[config.mk]
export PLATFORM = sky130hd
export DESIGN_NAME = joy_db15_tx
export DESIGN_NICKNAME = d
export VERILOG_FILES = /design/src/rtl/joy_pkg.sv /design/src/rtl/sync_edge.sv /design/src/rtl/joy_db15_tx.sv
export SDC_FILE = /design/constraint.sdc
export NUM_CORES = 1
export LEC_CHECK = 0
export CAP_MARGIN = 25
export CORE_ASPECT_RATIO = 1.1
export CORE_UTILIZATION = 49
export CTS_BUF_LIST = sky130_fd_sc_hd__clkbuf_8
export DETAILED_ROUTE_END_ITERATION = 10
export PLACE_DENSITY = 0.79
export SYNTH_ARGS = -nofsm -noshare
export SYNTH_HDL_FRONTEND = slang
export SYNTH_SLANG_ARGS = --single-unit
[constraint.sdc]
create_clock -name clk -period 3.1 [get_ports clk]
set_input_delay 0.62 -clock clk [delete_from_list [all_inputs] [get_ports clk]]
set_output_delay 0.62 -clock clk [all_outputs]
set_load 0.02 [all_outputs]
[src/rtl/joy_pkg.sv]
// Shared types and constants for the DB15 joystick serial responder.
package joy_pkg;

  localparam int PLAYER_BITS = 16;
  localparam int FRAME_BITS  = 32;
  localparam int CNT_W       = $clog2(FRAME_BITS + 1);

  typedef enum logic [1:0] {
    IDLE  = 2'd0,
    LOAD  = 2'd1,
    SHIFT = 2'd2,
    DONE  = 2'd3
  } joy_state_e;

  // Wire order: player 1 first, bit 0 first; inverted when pressed drives low.
  function automatic logic [FRAME_BITS-1:0] pack_frame(
    input logic [PLAYER_BITS-1:0] p1,
    input logic [PLAYER_BITS-1:0] p2,
    input logic                   active_low
  );
    logic [FRAME_BITS-1:0] raw;
    raw = {p2, p1};
    return active_low ? ~raw : raw;
  endfunction

endpackage

[src/rtl/sync_edge.sv]
// Multi-flop synchronizer for an asynchronous pin with rise/fall pulses on the synced level.
module sync_edge #(
  parameter int   STAGES    = 2,
  parameter logic RESET_VAL = 1'b0
) (
  input  logic clk,
  input  logic reset,
  input  logic d_in,
  output logic q_sync,
  output logic rise,
  output logic fall
);

  logic [STAGES-1:0] sync_q, sync_d;
  logic              prev_q, prev_d;

  always_comb begin
    sync_d = {sync_q[STAGES-2:0], d_in};
    prev_d = sync_q[STAGES-1];
  end

  always_ff @(posedge clk or posedge reset) begin
    if (reset) begin
      sync_q <= {STAGES{RESET_VAL}};
      prev_q <= RESET_VAL;
    end else begin
      sync_q <= sync_d;
      prev_q <= prev_d;
    end
  end

  assign q_sync = sync_q[STAGES-1];
  assign rise   = q_sync & ~prev_q;
  assign fall   = ~q_sync & prev_q;

endmodule

[src/rtl/joy_db15_tx.sv]
// DB15 joystick link responder: '165-style parallel load, then one bit per host CLK rise.
module joy_db15_tx
  import joy_pkg::*;
#(
  parameter int SYNC_STAGES     = 2,
  parameter bit ACTIVE_LOW_DATA = 1'b1,
  parameter int TIMEOUT_CYCLES  = 65535
) (
  input  logic                   clk,
  input  logic                   reset,
  input  logic [PLAYER_BITS-1:0] joystick1,
  input  logic [PLAYER_BITS-1:0] joystick2,
  input  logic                   joy_clk_in,
  input  logic                   joy_load_n,
  output logic                   joy_data,
  output logic                   busy,
  output logic                   frame_done,
  output logic                   timeout
);

  localparam logic            IDLE_LVL = ACTIVE_LOW_DATA;
  localparam int              TW       = $clog2(TIMEOUT_CYCLES + 1);
  localparam logic [TW-1:0]   TO_LAST  = TW'(TIMEOUT_CYCLES - 1);
  localparam logic [CNT_W-1:0] CNT_LAST = CNT_W'(FRAME_BITS - 1);

  joy_state_e            state_q, state_d;
  logic [FRAME_BITS-1:0] shreg_q, shreg_d;
  logic [CNT_W-1:0]      bit_cnt_q, bit_cnt_d;
  logic [TW-1:0]         to_cnt_q, to_cnt_d;
  logic                  joy_data_q, joy_data_d;
  logic                  frame_done_q, frame_done_d;
  logic                  timeout_q, timeout_d;

  logic                  clk_rise, load_n_sync;
  logic                  clk_lvl_unused, clk_fall_unused;
  logic                  load_rise_unused, load_fall_unused;
  logic                  load_act;
  logic [FRAME_BITS-1:0] frame;

  sync_edge #(.STAGES(SYNC_STAGES), .RESET_VAL(1'b0)) u_sync_clk (
    .clk    (clk),
    .reset  (reset),
    .d_in   (joy_clk_in),
    .q_sync (clk_lvl_unused),
    .rise   (clk_rise),
    .fall   (clk_fall_unused)
  );

  // Load strobe idles high, so its chain resets high to avoid a phantom load.
  sync_edge #(.STAGES(SYNC_STAGES), .RESET_VAL(1'b1)) u_sync_load (
    .clk    (clk),
    .reset  (reset),
    .d_in   (joy_load_n),
    .q_sync (load_n_sync),
    .rise   (load_rise_unused),
    .fall   (load_fall_unused)
  );

  assign load_act = ~load_n_sync;
  assign frame    = pack_frame(joystick1, joystick2, ACTIVE_LOW_DATA);

  always_ff @(posedge clk or posedge reset) begin
    if (reset) begin
      state_q      <= IDLE;
      shreg_q      <= {FRAME_BITS{IDLE_LVL}};
      bit_cnt_q    <= '0;
      to_cnt_q     <= '0;
      joy_data_q   <= IDLE_LVL;
      frame_done_q <= 1'b0;
      timeout_q    <= 1'b0;
    end else begin
      state_q      <= state_d;
      shreg_q      <= shreg_d;
      bit_cnt_q    <= bit_cnt_d;
      to_cnt_q     <= to_cnt_d;
      joy_data_q   <= joy_data_d;
      frame_done_q <= frame_done_d;
      timeout_q    <= timeout_d;
    end
  end

  // Load beats a simultaneous clock edge in every state.
  always_comb begin
    state_d = state_q;
    unique case (state_q)
      IDLE, DONE: if (load_act) state_d = LOAD;
      LOAD:       if (!load_act) state_d = SHIFT;
      SHIFT: begin
        if (load_act)                                state_d = LOAD;
        else if (clk_rise && bit_cnt_q == CNT_LAST)  state_d = DONE;
        else if (!clk_rise && to_cnt_q == TO_LAST)   state_d = IDLE;
      end
      default:    state_d = IDLE;
    endcase
  end

  always_comb begin
    shreg_d      = shreg_q;
    bit_cnt_d    = bit_cnt_q;
    to_cnt_d     = '0;
    frame_done_d = 1'b0;
    timeout_d    = 1'b0;
    // Transparent while load is held; the last LOAD cycle's sample is the snapshot.
    if (state_d == LOAD || state_q == LOAD) begin
      shreg_d   = frame;
      bit_cnt_d = '0;
    end else if (state_q == SHIFT) begin
      if (clk_rise) begin
        shreg_d      = {IDLE_LVL, shreg_q[FRAME_BITS-1:1]};
        bit_cnt_d    = bit_cnt_q + CNT_W'(1);
        frame_done_d = (state_d == DONE);
      end else if (state_d == IDLE) begin
        timeout_d = 1'b1;
      end else begin
        to_cnt_d = (to_cnt_q == {TW{1'b1}}) ? to_cnt_q : to_cnt_q + TW'(1);
      end
    end
    joy_data_d = (state_d == LOAD || state_d == SHIFT) ? shreg_d[0] : IDLE_LVL;
  end

  assign joy_data   = joy_data_q;
  assign busy       = (state_q == LOAD) || (state_q == SHIFT);
  assign frame_done = frame_done_q;
  assign timeout    = timeout_q;

endmodule

# == Yosys cells after proc, flatten, opt, wreduce, memory -nomap -nowiden ==
# Index checks and enable logic that the tools add are counted.
# word_totals
regBits,64
latchBits,0
ramBits,0
romBits,0
inputBits,36
out_inout_bits,4
word_cells,63
n_memories,0
# classes
addsub,2
mul,0
n_div,0
magnitude_cmp,0
eq_ne,10
shifts,0
mux,25
bitwise_logic,3
reduce_logical,12
# ops
cell,n
$mux 32,3
$mux 16,5
$eq 16x16->1 const B,2
$not 32->32,1
$mux 6,3
$add 16x1->16 const B,1
$mux 2,5
$eq 2x2->1 const B,4
$mux 1,8
$add 6x1->6 const B,1
$eq 6x5->1 const B,1
$pmux 2 s3,1
$ne 5x5->1 const B,1
$eq 2x1->1 const B,2
$logic_not 2->1,2
$reduce_bool 2->1,2
$logic_or 1x1->1,3
$logic_and 1x1->1,2
$reduce_and 2->1,1
$reduce_or 2->1,1
$and 1x1->1,1
$logic_not 1->1,1
$not 1->1,1

# == Logic depth before layout (Yosys ltp) ==
# Gate-level depths: netlist of run 1.
# depth
word_depth,13
ltp_mapped,11
ltp_nobuf,11

# == Hierarchy ==
# Synthesis of run 1 repeated with hierarchy kept, for this count alone.
# hier_totals
cells_unflattened,315
area_unflattened_um2,3229.3
# by_module_without_submodules
mod,instances,cells_per_inst,area_per_inst_um2,seq_area_each_um2
joy_db15_tx,1,303,3037.9,1517.7
sync_edge (u_sync_load),1,6,97.6,78.8
sync_edge (u_sync_clk),1,6,93.8,75.1

# == Worst setup path before layout of run 1 ==
# OpenSTA, ideal clock, no wires.
# synth_timing
path_kind,register -> register
startpoint,register state_q[0]
endpoint,register to_cnt_q[9]
setup_ps,66
t_arrival_ps,2965
t_required_ps,3034
setup_slack_ps,68
stages_incl_launch_ff,12
n_path_buf,0
cell_sequence,dfrtp_1 inv_1 ha_1 inv_1 nand4_1 o32a_1 a221o_1 ha_1 nor2_2 nand4b_1 or4_1 nand2_1
# synth_via
elab_chain_cells,9
word_cells_on_any_way,19
classes_between,eq/ne: 5; mux: 10; reduce/logical: 4
# synth_rtl
item,line_no,text
start: declaration,joy_db15_tx.sv:26,"joy_state_e state_q, state_d;"
start signal: assignment,joy_db15_tx.sv:72,state_q <= state_d;
$mux 2,joy_db15_tx.sv:91,else if (!clk_rise && to_cnt_q == TO_LAST) state_d = IDLE;
$mux 2,joy_db15_tx.sv:90,else if (clk_rise && bit_cnt_q == CNT_LAST) state_d = DONE;
$mux 2,joy_db15_tx.sv:89,if (load_act) state_d = LOAD;
$pmux 2 s3 *,joy_db15_tx.sv:85,unique case (state_q)
net state_d[0],joy_db15_tx.sv:26,
$logic_not 2->1,joy_db15_tx.sv:112,end else if (state_d == IDLE) begin
$mux 16,joy_db15_tx.sv:112,
$mux 16,joy_db15_tx.sv:108,if (clk_rise) begin
$mux 16,joy_db15_tx.sv:107,end else if (state_q == SHIFT) begin
$mux 16,joy_db15_tx.sv:104,if (state_d == LOAD || state_q == LOAD) begin
end signal: assignment,joy_db15_tx.sv:75,to_cnt_q <= to_cnt_d;
end: declaration,joy_db15_tx.sv:29,"logic [TW-1:0] to_cnt_q, to_cnt_d;"
# Mark *: on every way through the listed nets, which the timed path passes. The rest lies on a longest branch.
# A chain may end at the register's enable or synchronous reset.

# == Final worst setup path of run 1 ==
# layout_timing
startpoint,register state_q[0]
endpoint,register to_cnt_q[2]
# The elaborated chain is that of the path after synthesis.

==> results by group, run 1 <==
Worst setup path
  – Setup crit start: state_q[0]
  – WP data required: approximately 3400 ps
  – Crit path launch type: flip-flop
  – Crit. End Element: flip-flop
  – Data arrival, critical path: between 3000 and 4000 ps
  – Kind of critical path: reg2reg
  – Worst setup path endpoint: to_cnt_q[2]
  – Flop-to-flop setup slack: around 240 ps
  – R2R Path Start: state_q[0]
  – CP max FO: 6
  – R2r worst-path depth: 11
  – Reg-to-Reg End: to_cnt_q[2]

Routing
  – # DRC: 0
  – Initial DRT Pass Iterations: 4
  – DR vias/cell: 5.570
  – Initial DRC Count: ~160
  – Routed vias: around 2600
  – Wire per inst: about 15 um
  – Final ANT Viol Nets: 0
  – Final WL: about 6.7 mm

STA
  – Final setup viols: 0
  – Worst-margin pin slew: between 600 and 700 ps
  – RSZ-0062 raised after global routing: no
  – Relative slew margins: between 50% and 60%
  – Max-slew violations: 0
  – Minimum clock period after layout: around 2900 ps
  – Hold Fails Final Rpt: 0
  – Clock skew: between 8 and 9 ps
  – Final period util: 92.41%
  – Fmax: 349.1 MHz
  – Fin Setup TNS: 0 ps

Logic synthesis
  – Syn Area/Cell: 9.560 um^2
  – Top cell type by total area after synthesis: dfstp_2
  – Syn Inst Count: 334
  – Synth Cell Area: 3193 um^2
  – Post-synth EDFFs: 0
  – Simple-gate share of the synthesized area: a little over a quarter
  – Sequential fraction of the synthesis area: between 50% and 60%
  – Synth warn: 0
  – Synth Area in XOR/XNOR: about 2.2%
  – Compound-Gate Fraction of Synth Area: a little under an eighth
  – Async SR Flop Fraction: 100.0%
  – Top-area cell type share of the netlist area: slightly below 30%
  – Mux contribution to synthesized area: less than 1%
  – Synth Flop Type: dfstp_2
  – Top cells by area, synth: dfstp_2, dfrtp_1, nand2_1
  – Syn_nets: about 380
  – Synth cell types: 49
  – Adder-cell share of the synthesized area: around 3.1%
  – #FFs+latches synth: 64
  – Largest family of logic cells by synthesized area: simple AND/OR/NAND/NOR gates

Power and ir drop
  – Peak supply drop: 0.5304 mV
  – PD cells: around 840 nW/um^2
  – Final total power: ~3.3 mW
  – Static Leakage: 1.718 nW

Layout
  – Final nets: ~420
  – Non-filler cells, final: 458
  – Final cell area excluding filler cells: around 3900 um^2
  – Share of post-route cells with drive strength above 1: 18.52%
  – Util after Layout: a little over three fifths
  – Area growth syn-to-layout: 22.37%
  – Antenna cells: 0

Place
  – Cell Area, Placed: between 3000 and 4000 um^2
  – Port bufs: 39
  – Hpwl dp: 4.423 mm
  – DP Cell Count: approximately 440
  – Gpl congestion: about 0.8

Clock tree
  – Hold_buf cts: 0
  – Clk sinks: 64
  – TritonCTS clock tree: yes
  – Clock root buffer: clkbuf_8
  – Clock Path Buffers: 2
  – Clock slew at reported path FFs: roughly 60 ps
  – H-tree lvl count: 3
  – Worst skew pair latency: 340 ps
  – Num CTS Buffers: 9
  – Count of buffers added by post-CTS timing repair for setup: 0

Global route
  – GRT Overall Usage: between 20% and 30%
  – Largest net degree at the start of global routing: between 60 and 70
  – Vias in the first global route: 2603
  – First-pass GRT wire length: between 10 and 15 mm
  – Initial antenna violation count: 0
  – GRT overflow: 0

Floorplan
  – Core footprint: between 6000 and 7000 um^2
  – Die Y: ~87 um
  – Num ports: 40
  – Cell row count: 30
  – Die width: 78.97 um
  – Initial core utilization: 51.24%
  – Area of the die: approximately 6800 um^2

Hold path
  – HP Class: reg2reg

Status
  – Status: finished, final reports clean

Job
  – Number of max-cap violations: 0
## cells in the mapped netlist (3+ instances only)
master    count
a21oi_1      37
buf_2         4
and3_1       32
ha_1          8
nand3_1       6
inv_1        10
or3_1         4
nand4_1       6
xnor2_1       6
and2_1        3
dfrtp_1      29
dfstp_2      35
o21ai_0       7
nand2_1      70
nor3_1        5
nor2_1       15
clkbuf_1     12
and4_1        3
mux2i_1       3
## registers in the layout (all words and copies together), names as in the netlist
name and cells:
timeout 1, bit_cnt_q 6, u_sync_load.sync_q 2, to_cnt_q 16, state_q 2, u_sync_clk.sync_q 2
joy_data 1, u_sync_clk.prev_q 1, shreg_q 32, frame_done 1
## worst max-delay path: stages (launching register included)
cell and delay, ps:
dfrtp_1 420, inv_1 80, ha_1 350, inv_2 120, nand4_1 90, o32a_1 340, a221o_1 350, ha_1 230
or2_2 320, nor4b_4 260, o21ai_0 130, nor2_1 100
## metrics by stage
step,hold slack [ps],worst slack (ps)
CTS,360.8,134.0
detailed placement,346.5,31.63
floorplan,331.2,68.46
global placement,342.1,172.9
finish,357.0,235.2
global route,364.2,25.73
## repair_timing
action                                  CTS  global route
pin swaps                                 0             0
resized for setup                         1             3
endpoints found under the setup margin    1             5
## area by class of cell
class	instances	area [um^2]
clock inverter	7	87.58
fill	514	2323
sequential	64	1645
clock buffer	9	123.9
timing repair buffer	45	464.2
inverter	10	37.54
multi-input combinational	243	1449
tap	80	100.1
## how the worst min path moves through the flow
stage,start,end,slack [ps],cells past startpoint
floorplan,u_sync_clk.sync_q[0],u_sync_clk.sync_q[1],330,0
global placement,u_sync_clk.sync_q[0],u_sync_clk.sync_q[1],340,0
detailed placement,u_sync_clk.sync_q[0],u_sync_clk.sync_q[1],350,0
CTS,u_sync_load.sync_q[0],u_sync_load.sync_q[1],360,0
global route,u_sync_clk.sync_q[0],u_sync_clk.sync_q[1],360,0
finish,u_sync_clk.sync_q[0],u_sync_clk.sync_q[1],360,0
## layout by cell type, fill, tap and decap left out, drive strengths merged, types with 3 or more instances in the layout
cell type | synthesis | routed
a211oi | 3 | 3
a21oi | 37 | 37
and2 | 3 | 3
and3 | 32 | 32
and4 | 4 | 4
buf | 5 | 6
clkbuf | 12 | 9
clkdlybuf4s50 | 0 | 39
clkinv | 0 | 4
dfrtp | 29 | 29
dfstp | 35 | 35
ha | 8 | 8
inv | 10 | 11
mux2i | 3 | 3
nand2 | 70 | 70
nand3 | 7 | 7
nand4 | 7 | 7
nor2 | 16 | 16
nor3 | 5 | 5
nor4 | 3 | 3
o21ai | 7 | 7
or3 | 4 | 4
xnor2 | 6 | 6
## power by group
part           total, mW  internal, mW  leakage, nW  switching [mW]
Combinational       1.16         0.493        0.840           0.670
Clock              0.762         0.447        0.114           0.316
Sequential          1.36          1.24        0.764           0.123
Total               3.29          2.18         1.72            1.11
## routing by layer
| metal | GRT usage (%) | share of wire [%] |
|---|---|---|
| met1 | 27.80 | 48 |
| met3 | 4.842 | 3.5 |
| met2 | 36.29 | 47 |
| met4 | 9.587 | 1.6 |
| met5 | 0 | 0 |
## cells by family after synthesis
kind of cell | after synthesis
fa+ha+maj | 8
buf+inv | 27
compound gates | 61
flops | 64
xor+xnor | 8
mux | 3
simple gates | 163
No activity file was read; power rests on OpenSTA's default activity.
==> run 2: changes to the inputs <==
--- a/config.mk
+++ b/config.mk
@@ -7,10 +7,11 @@
 export LEC_CHECK = 0
 export CAP_MARGIN = 25
 export CORE_ASPECT_RATIO = 1.1
-export CORE_UTILIZATION = 49
+export CORE_UTILIZATION = 52
 export CTS_BUF_LIST = sky130_fd_sc_hd__clkbuf_8
 export DETAILED_ROUTE_END_ITERATION = 10
-export PLACE_DENSITY = 0.79
+export GPL_TIMING_DRIVEN = 0
+export PLACE_DENSITY = 0.82
 export SYNTH_ARGS = -nofsm -noshare
 export SYNTH_HDL_FRONTEND = slang
 export SYNTH_SLANG_ARGS = --single-unit
==> results by group, run 2 (synthesized netlist as in run 1, its figures left out) <==
Floorplan
  – Core footprint: 5842 um^2 (was 6231 um^2)
  – Num ports: 40 (unchanged)
  – Die width: 76.72 um (was 78.97 um)
  – Cell row count: 29 (was 30)
  – Initial core utilization: 54.66% (was 51.24%)
  – Die Y: 84.19 um (was 86.67 um)
  – Area of the die: 6458 um^2 (was 6844 um^2)

Global route
  – GRT Overall Usage: 23.60% (was 22.00%)
  – First-pass GRT wire length: 11.83 mm (was 11.61 mm)
  – Vias in the first global route: 2634 (was 2603)
  – GRT overflow: 0 (unchanged)
  – Largest net degree at the start of global routing: 44 (was 65)
  – Initial antenna violation count: 0 (unchanged)

Routing
  – # DRC: 0 (unchanged)
  – Final ANT Viol Nets: 0 (unchanged)
  – Initial DRT Pass Iterations: 4 (unchanged)
  – Wire per inst: 15.03 um (was 14.58 um)
  – Initial DRC Count: 171 (was 159)
  – DR vias/cell: 5.653 (was 5.570)
  – Final WL: 7.141 mm (was 6.679 mm)
  – Routed vias: 2685 (was 2551)

Clock tree
  – Clk sinks: 64 (unchanged)
  – Worst skew pair latency: 350 ps (was 340 ps)
  – Hold_buf cts: 0 (unchanged)
  – Num CTS Buffers: 9 (unchanged)
  – Clock root buffer: clkbuf_8 (unchanged)
  – Clock Path Buffers: 2 (unchanged)
  – TritonCTS clock tree: yes (unchanged)
  – H-tree lvl count: 3 (unchanged)
  – Clock slew at reported path FFs: 70 ps (was 60 ps)

Layout
  – Final nets: 437 (was 417)
  – Top Registers: shreg_q: 32 flops, to_cnt_q: 16 flops, bit_cnt_q: 6 flops (unchanged)
  – Share of post-route cells with drive strength above 1: 21.61% (was 18.52%)
  – Max reg flops: 32 (unchanged)
  – Commonest non-fill, non-tap cell in the layout: nand2_1 (unchanged)
  – Area growth syn-to-layout: 26.72% (was 22.37%)
  – Util after Layout: 69.27% (was 62.71%)
  – # fillers: 426 (was 514)
  – Commonest cells after routing, fill and taps aside: nand2_1, clkdlybuf4s50_1, dfstp_2 (was nand2_1, clkdlybuf4s50_1, a21oi_1)
  – Most flops, register: shreg_q (unchanged)
  – Final cell area excluding filler cells: 4046 um^2 (was 3908 um^2)
  – Antenna cells: 0 (unchanged)

Worst setup path
  – Crit path launch type: flip-flop (unchanged)
  – Flop-to-flop setup slack: 120 ps (was 240 ps)
  – R2r worst-path depth: 11 (unchanged)
  – R2R Path Start: state_q[0] (unchanged)
  – Setup crit start: state_q[0] (unchanged)
  – WP data required: 3370 ps (about the same)
  – Reg-to-Reg End: shreg_q[15] (was to_cnt_q[2])
  – Kind of critical path: reg2reg (unchanged)
  – Worst setup path endpoint: shreg_q[15] (was to_cnt_q[2])
  – Data arrival, critical path: 3240 ps (was 3130 ps)
  – CP max FO: 10 (was 6)
  – Crit. End Element: flip-flop (unchanged)

STA
  – Final period util: 96.00% (was 92.41%)
  – Max-slew violations: 0 (unchanged)
  – Worst-margin pin slew: 465.0 ps (was 679.6 ps)
  – Hold Fails Final Rpt: 0 (unchanged)
  – Fin Setup TNS: 0 ps (unchanged)
  – Minimum clock period after layout: 2976 ps (was 2865 ps)
  – Final setup viols: 0 (unchanged)
  – Clock skew: 9.595 ps (was 8.782 ps)
  – Hold Slack: 356.6 ps (was 357.0 ps)
  – Relative slew margins: 68.96% (was 54.35%)
  – Fmax: 336.0 MHz (was 349.1 MHz)

Power and ir drop
  – Clock share of power: 24.4% (was 23.2%)
  – Logic pwr share: 37.2% (was 35.4%)
  – Int Power: 2.365 mW (was 2.181 mW)
  – Register share of total power: 38.4% (was 41.5%)
  – PD cells: 883.5 nW/um^2 (was 841.9 nW/um^2)
  – Switch share: 33.84% (was 33.71%)
  – Static Leakage: 1.786 nW (was 1.718 nW)
  – Peak supply drop: 0.5114 mV (was 0.5304 mV)
  – Sw Pwr: 1.210 mW (was 1.109 mW)

Place
  – Gpl congestion: 0.8547 (was 0.7786)
  – Cell Area, Placed: 3700 um^2 (was 3677 um^2)
  – Hpwl dp: 4.823 mm (was 4.423 mm)
  – Port bufs: 39 (unchanged)

Status
  – Status: finished, final reports clean (unchanged)

Hold path
  – HP Class: reg2reg (unchanged)

Job
  – Number of max-cap violations: 0 (unchanged)
## run 2: changes by cell type in the layout (fill, tap and decap cells not counted), moves of 2 or more
cell and change:
buf_4 +6, clkbuf_1 +8, buf_2 +4, clkbuf_4 +2
clkinvlp_4 +2, a21oi_2 +3, clkinv_2 -2, a21oi_1 -3
## run 2: cell type report
cell class	count	area [um^2]	area share (%)
multi-input cells	243	1465	36.21
plain buffers	17	88.84	2.195
clock buffers	9	123.9	3.061
flip-flops and latches	64	1645	40.66
inverters	10	37.54	0.9276
repair buffers	48	470.5	11.63
well taps	77	96.34	2.381
clock inverters	7	118.9	2.938
## run 2: worst min-delay path by stage
stage,cells after the start,slack [ps],end,from
2_1_floorplan,0,330,u_sync_clk.sync_q[1],u_sync_clk.sync_q[0]
3_3_place_gp,0,330,u_sync_clk.sync_q[1],u_sync_clk.sync_q[0]
3_5_place_dp,0,350,u_sync_load.sync_q[1],u_sync_load.sync_q[0]
4_1_cts,0,360,u_sync_load.sync_q[1],u_sync_load.sync_q[0]
5_1_grt,0,360,u_sync_load.sync_q[1],u_sync_load.sync_q[0]
6_report,0,360,u_sync_load.sync_q[1],u_sync_load.sync_q[0]
## run 2: per-stage QoR
stage / instances / setup slack (ps) / total power, mW
2_1_floorplan: 334 / 68.46 / 2.184
3_3_place_gp: 450 / -239.9 / 2.472
3_5_place_dp: 451 / -295.8 / 2.532
4_1_cts: 470 / 21.54 / 3.465
5_1_grt: 475 / -39.38 / 3.792
6_report: 475 / 124.2 / 3.575
## run 2: power groups by stage
stage | Combinational [mW] | Clock [mW] | Sequential, mW
floorplan | 0.831 | 0 | 1.35
global placement | 1.11 | 0 | 1.37
detailed placement | 1.15 | 0 | 1.38
CTS | 1.20 | 0.890 | 1.37
global route | 1.47 | 0.921 | 1.40
finish | 1.33 | 0.873 | 1.37
## run 2: worst max-delay path: stages, from the launching register on
cell and delay, ps:
dfrtp_1 410, inv_1 70, ha_1 340, inv_2 120, nand4_1 100, o32a_1 340
a221o_1 340, ha_1 240, or2_2 340, clkbuf_4 200, clkbuf_4 210, a21oi_1 190
## run 2: metal layers
layer	GRT usage [%]	wire, um
met3	5.761	300
met4	13.46	138
met5	0	0
met1	28.99	3169
met2	38.07	3532
## run 2: repair_timing
item,4_1_cts,5_1_grt
pin swaps,1,1
buffers inserted,3,5
resized for setup,8,9
setup endpoints to repair,34,36
hold endpoints to repair,0,0
